[config.mk]
export PLATFORM = sky130hd
export DESIGN_NAME = scroll_refresh_controller
export DESIGN_NICKNAME = d
export VERILOG_FILES = /design/src/rtl/scroll_refresh_controller_pkg.sv /design/src/rtl/scroll_refresh_controller_button_conditioner.sv /design/src/rtl/scroll_refresh_controller.sv
export SDC_FILE = /design/constraint.sdc
export NUM_CORES = 1
export LEC_CHECK = 0
export CAP_MARGIN = 40
export CORE_ASPECT_RATIO = 1.4
export CORE_MARGIN = 2
export CORE_UTILIZATION = 53
export CTS_BUF_LIST = sky130_fd_sc_hd__clkbuf_8
export DETAILED_ROUTE_END_ITERATION = 10
export PLACE_DENSITY = 0.74
export REMOVE_ABC_BUFFERS = 1
export SYNTH_ARGS = -nofsm -noshare
export SYNTH_HDL_FRONTEND = slang
export SYNTH_SLANG_ARGS = --single-unit
[constraint.sdc]
create_clock -name clk -period 2.1 [get_ports clk]
set_input_delay 0.42 -clock clk [delete_from_list [all_inputs] [get_ports clk]]
set_output_delay 0.42 -clock clk [all_outputs]
set_load 0.05 [all_outputs]
[src/rtl/scroll_refresh_controller_pkg.sv]
// Phase-bus encodings shared by the refresh controller and the 7-seg character decoder.
// Pure constants and a combinational helper; no latency, no backpressure.
package scroll_refresh_controller_pkg;

  localparam logic [3:0] AN0_SETUP_BUS = 4'b0010;
  localparam logic [3:0] AN1_SETUP_BUS = 4'b0110;
  localparam logic [3:0] AN2_SETUP_BUS = 4'b1010;
  localparam logic [3:0] AN3_SETUP_BUS = 4'b1110;
  localparam logic [1:0] SUBPHASE_LIT  = 2'b11;
  localparam logic [3:0] ANODES_OFF    = 4'b1111;
  localparam logic [3:0] PHASE_LAST    = 4'b1111;

  // A digit is lit only in the phase right after its bus-setup phase.
  function automatic logic [3:0] lit_anodes(input logic [3:0] phase);
    logic [3:0] an_val;
    an_val = ANODES_OFF;
    if (phase[1:0] == SUBPHASE_LIT) begin
      case (phase - 4'd1)
        AN0_SETUP_BUS: an_val = 4'b1110;
        AN1_SETUP_BUS: an_val = 4'b1101;
        AN2_SETUP_BUS: an_val = 4'b1011;
        AN3_SETUP_BUS: an_val = 4'b0111;
        default:       an_val = ANODES_OFF;
      endcase
    end
    return an_val;
  endfunction

endpackage

[src/rtl/scroll_refresh_controller_button_conditioner.sv]
// Synchronises and debounces the raw button; press_pulse is a 1-cycle rising-edge strobe.
// Latency: press_pulse is high in the cycle before the edge DEBOUNCE_CYCLES+2 clks after btn rises; no backpressure.
module scroll_refresh_controller_button_conditioner #(
  parameter int DEBOUNCE_CYCLES = 500000
) (
  input  logic clk,
  input  logic reset,
  input  logic btn,
  output logic press_pulse
);

  localparam int DW = $clog2(DEBOUNCE_CYCLES);

  logic          sync_q1, sync_q2, db_state;
  logic [DW-1:0] db_cnt;
  logic          settle;

  // The debounced state flips once the synchronised input has differed for DEBOUNCE_CYCLES cycles.
  assign settle      = (sync_q2 != db_state) && (db_cnt == DW'(DEBOUNCE_CYCLES - 1));
  assign press_pulse = settle && sync_q2;

  always_ff @(posedge clk or negedge reset) begin
    if (!reset) begin
      sync_q1  <= 1'b0;
      sync_q2  <= 1'b0;
      db_state <= 1'b0;
      db_cnt   <= '0;
    end else begin
      sync_q1 <= btn;
      sync_q2 <= sync_q1;
      if (sync_q2 == db_state) begin
        db_cnt <= '0;
      end else if (settle) begin
        db_state <= sync_q2;
        db_cnt   <= '0;
      end else begin
        db_cnt <= db_cnt + DW'(1);
      end
    end
  end

endmodule

[src/rtl/scroll_refresh_controller.sv]
// Steps the display phase bus and anodes, and moves the message window only at frame boundaries.
// Latency: anodes registered with the phase counter; offset moves at the first boundary after a request; no backpressure.
module scroll_refresh_controller
  import scroll_refresh_controller_pkg::*;
#(
  parameter int REFRESH_DIV     = 100000,
  parameter int SCROLL_FRAMES   = 200,
  parameter int DEBOUNCE_CYCLES = 500000
) (
  input  logic       clk,
  input  logic       reset,
  input  logic       scroll_en,
  input  logic       dir,
  input  logic       btn,
  output logic [3:0] counter,
  output logic [3:0] active_mem_offset,
  output logic [3:0] an,
  output logic       frame_tick
);

  localparam int PW = (REFRESH_DIV > 1) ? $clog2(REFRESH_DIV) : 1;
  localparam int FW = (SCROLL_FRAMES > 1) ? $clog2(SCROLL_FRAMES) : 1;

  logic [PW-1:0] presc;
  logic [FW-1:0] frame_cnt;
  logic          tick, boundary, frame_last, step_due, press_pulse, pending, do_step;

  scroll_refresh_controller_button_conditioner #(
    .DEBOUNCE_CYCLES(DEBOUNCE_CYCLES)
  ) u_button_conditioner (
    .clk        (clk),
    .reset      (reset),
    .btn        (btn),
    .press_pulse(press_pulse)
  );

  assign tick       = (presc == PW'(REFRESH_DIV - 1));
  assign boundary   = tick && (counter == PHASE_LAST);
  assign frame_tick = boundary;
  assign frame_last = (frame_cnt == FW'(SCROLL_FRAMES - 1));
  assign step_due   = boundary && scroll_en && frame_last;
  // A press strobe coinciding with the boundary is honoured there rather than waiting a frame.
  assign do_step    = boundary && (step_due || pending || press_pulse);

  always_ff @(posedge clk or negedge reset) begin
    if (!reset) begin
      presc             <= '0;
      counter           <= '0;
      an                <= ANODES_OFF;
      frame_cnt         <= '0;
      pending           <= 1'b0;
      active_mem_offset <= '0;
    end else begin
      presc <= tick ? '0 : presc + PW'(1);
      if (tick) begin
        counter <= counter + 4'd1;
        an      <= lit_anodes(counter + 4'd1);
      end
      if (!scroll_en)    frame_cnt <= '0;
      else if (boundary) frame_cnt <= frame_last ? '0 : frame_cnt + FW'(1);
      if (boundary)         pending <= 1'b0;
      else if (press_pulse) pending <= 1'b1;
      if (do_step) active_mem_offset <= dir ? active_mem_offset - 4'd1 : active_mem_offset + 4'd1;
    end
  end

endmodule

==> summary.md <==
| Metric | Value |
|---|---|
| Max_cap viols | `0` |
| Setup Skew | `8.10 ps` |
| Die W | `just under 70 µm` |
| Reg area | `~0.0015 mm²` |
| Most common cell after layout, fill and taps aside | `dfrtp_1` |
| CP Capture Type | `output pin` |
| Vias/cell | `~5.5` |
| Final WL | `6310 µm` |
| Register bit total from synthesis | `60` |
| Maximum vdd ir drop | `between 0.0004 and 0.0005 V` |
| GRT Total Usage | `between 20% and 30%` |
| Clock tree sinks | `60` |
| Largest net degree at the start of global routing | `between 60 and 70` |
| Relative slew slack | `between 60 and 70%` |
| Final worst path period share | `129%` |
| Failing checks | `negative setup slack` |
| Vias | `roughly 2400` |
| Reg clk slew, reported paths | `around 70 ps` |
| H-tree depth | `3` |
| Outcome | `finished, violations left` |
| Non-filler instance count after layout | `436` |
| Total Die Area | `around 0.0065 mm²` |
| Fill cells | `about 420` |
| Synth area leader | `dfrtp_1` |
| Setup violators final | `15` |
| Initial Util | `approximately 56%` |
| ANT nets after route | `0` |
| Final setup margin | `-607 ps` |
| HPWL after DPL | `roughly 4200 µm` |
| CP Launch Type | `register` |
| Area after DPL | `~0.0036 mm²` |
| Worst endpoint required time | `between 1500 and 2000 ps` |
| Die height | `between 90 and 100 µm` |
| Placed cells | `around 400` |
| Synth Flop Type | `dfrtp_1` |
| Share of the synthesized area in the top cell type | `45.3%` |
| Port Buf Inserts | `17` |
| Vias in the first global route | `approximately 2400` |
| Drt drc | `0` |
| Post-layout instance area | `0.00390 mm²` |
| Layout area overhead | `26.2%` |
| Synth unique cells | `45` |
| Fmax | `between 300 and 400 MHz` |
| Initial antenna violation count | `0` |
| Register area share after synthesis | `about 49%` |
| Worst-Margin Slew | `about 500 ps` |
| Initial DRT Pass Iterations | `5` |
| Post-Synthesis Cells | `between 300 and 400` |
| Grt ovf | `0` |
| Asr flop ratio synth | `100%` |
| RSZ-0062 raised after global routing | `yes` |
| Most frequent cells in the layout | `dfrtp_1 (56), nor2_1 (42), buf_4 (37)` |
| Synth top area cells | `dfrtp_1 (45%), xnor2_1 (7.4%), xor2_1 (5.4%)` |
| IO Count | `18` |
| Flop2flop setup slack | `-310 ps` |
| Longest Clk Path Bufs | `2` |
| GP Congestion | `between 0.8 and 0.9` |
| DR iter-0 viols | `151` |
| Ys Warns | `0` |
| Root Driver | `clkbuf_8` |
| Critical path class | `reg2out` |
| Worst skew pair latency | `340 ps` |
| Core Area | `approximately 0.0056 mm²` |
| Antenna diodes | `0` |
| Final Max Tran Viols | `0` |
| First-pass GRT wire length | `approximately 11000 µm` |
| Average wire per standard cell | `about 14 µm` |
| Worst Path Arrival | `roughly 2300 ps` |
| EDFF count, synth | `0` |
| NumNets Final | `about 380` |
| CTS Buf Count | `9` |
| Pwr dens | `~570 mW/mm²` |
| Worst hold path class | `in2async` |
| Leakage | `roughly 1.8 nW` |
| Final Hold Fails | `0` |
| TritonCTS clock tree | `done` |
| CP max FO | `2` |
| Multi-input logic area | `around 0.0016 mm²` |
| FP Rows | `32` |
| Syn avg cell area | `around 10 µm²` |
| Cts hold-fix bufs | `0` |
| Netlist Area Pre-Place | `0.00309 mm²` |
| Layout cells sized above 1 | `22.6%` |
| Min Clock Period, post-route | `between 2000 and 3000 ps` |
area by class of cell:
cell class,instances,area share (%)
repair buffers,58,13.2
clock inverters,4,0.417
clock buffers,12,4.23
inverters,12,1.15
well taps,68,2.18
flip-flops and latches,60,38.6
multi-input cells,222,40.2
kinds of logic after synthesis:
family	Yosys count	synth area share, %
buf+inv	20	2.47
mux	5	1.70
flops	60	48.7
simple gates	137	24.5
fa+ha+maj	10	4.29
xor+xnor	45	12.8
compound gates	25	5.51
registers in the layout, summed over array words and instances (netlist names), 4 cells and up:
signal,cells
u_button_conditioner.db_cnt,19
presc,17
frame_cnt,8
active_mem_offset,4
an,4
counter,4
per-layer routing:
layer / wire [µm] / global-route usage [%] / share of wire [%] / vias up
met4: 114 / 10.5 / 1.8 / 0
met1: 2710 / 25.9 / 43 / 1177
li1: - / - / - / 1163
met5: 0 / 0 / 0 / -
met3: 167 / 4.89 / 2.6 / 11
met2: 3320 / 37.0 / 53 / 27
what timing repair did:
action	4_1_cts	5_1_grt
gates resized for setup	8	14
hold endpoints to repair	0	0
pin swaps	7	6
endpoints found under the setup margin	14	23
setup buffers	3	9
cloned	0	0
where the power goes:
group | total, mW | internal (mW) | switching [mW]
Combinational | 0.0941 | 0.0351 | 0.0590
Sequential | 1.17 | 1.17 | 0.00813
Clock | 0.942 | 0.510 | 0.431
critical path: stages, from the launching register on:
cell and delay (ps):
dfrtp_1 380, or4b_4 540, or4_4 450, nor4_4 390, buf_12 180
cell usage after synthesis, drive strengths merged, types with 7 or more instances:
library cell / n
nor2: 43
ha: 9
nor3: 7
nand4: 11
nor4: 9
nand2: 17
a21oi: 8
xnor2: 26
dfrtp: 56
nand3: 20
inv: 12
xor2: 19
stage by stage:
| step | power, mW | worst slack, ps | utilization (%) | TNS (ps) | hold slack (ps) |
|---|---|---|---|---|---|
| 2_1_floorplan | 1.23 | -559 | - | -4340 | 124 |
| 3_3_place_gp | 1.29 | -197 | 63.9 | -773 | 344 |
| 3_5_place_dp | 1.29 | -231 | 63.9 | -1140 | 342 |
| 4_1_cts | 2.23 | -600 | 68.1 | -750 | 86.9 |
| 5_1_grt | 2.29 | -685 | 70.1 | -3440 | 94.1 |
| 6_report | 2.21 | -607 | 70.1 | -1710 | 84.2 |
path summary, 6_finish.rpt:
path	start	to	depth (start not counted)
worst max-delay path	presc[12]	frame_tick	4
worst min-delay path	reset	frame_cnt[1]	2
worst max register to register	presc[12]	frame_cnt[3]	8
worst min register to register	u_button_conditioner.sync_q1	u_button_conditioner.sync_q2	0
max in group asynchronous	reset	an[3]	2
min in group clk	u_button_conditioner.sync_q1	u_button_conditioner.sync_q2	0
Note: power is estimated with default switching activity, not from simulation.
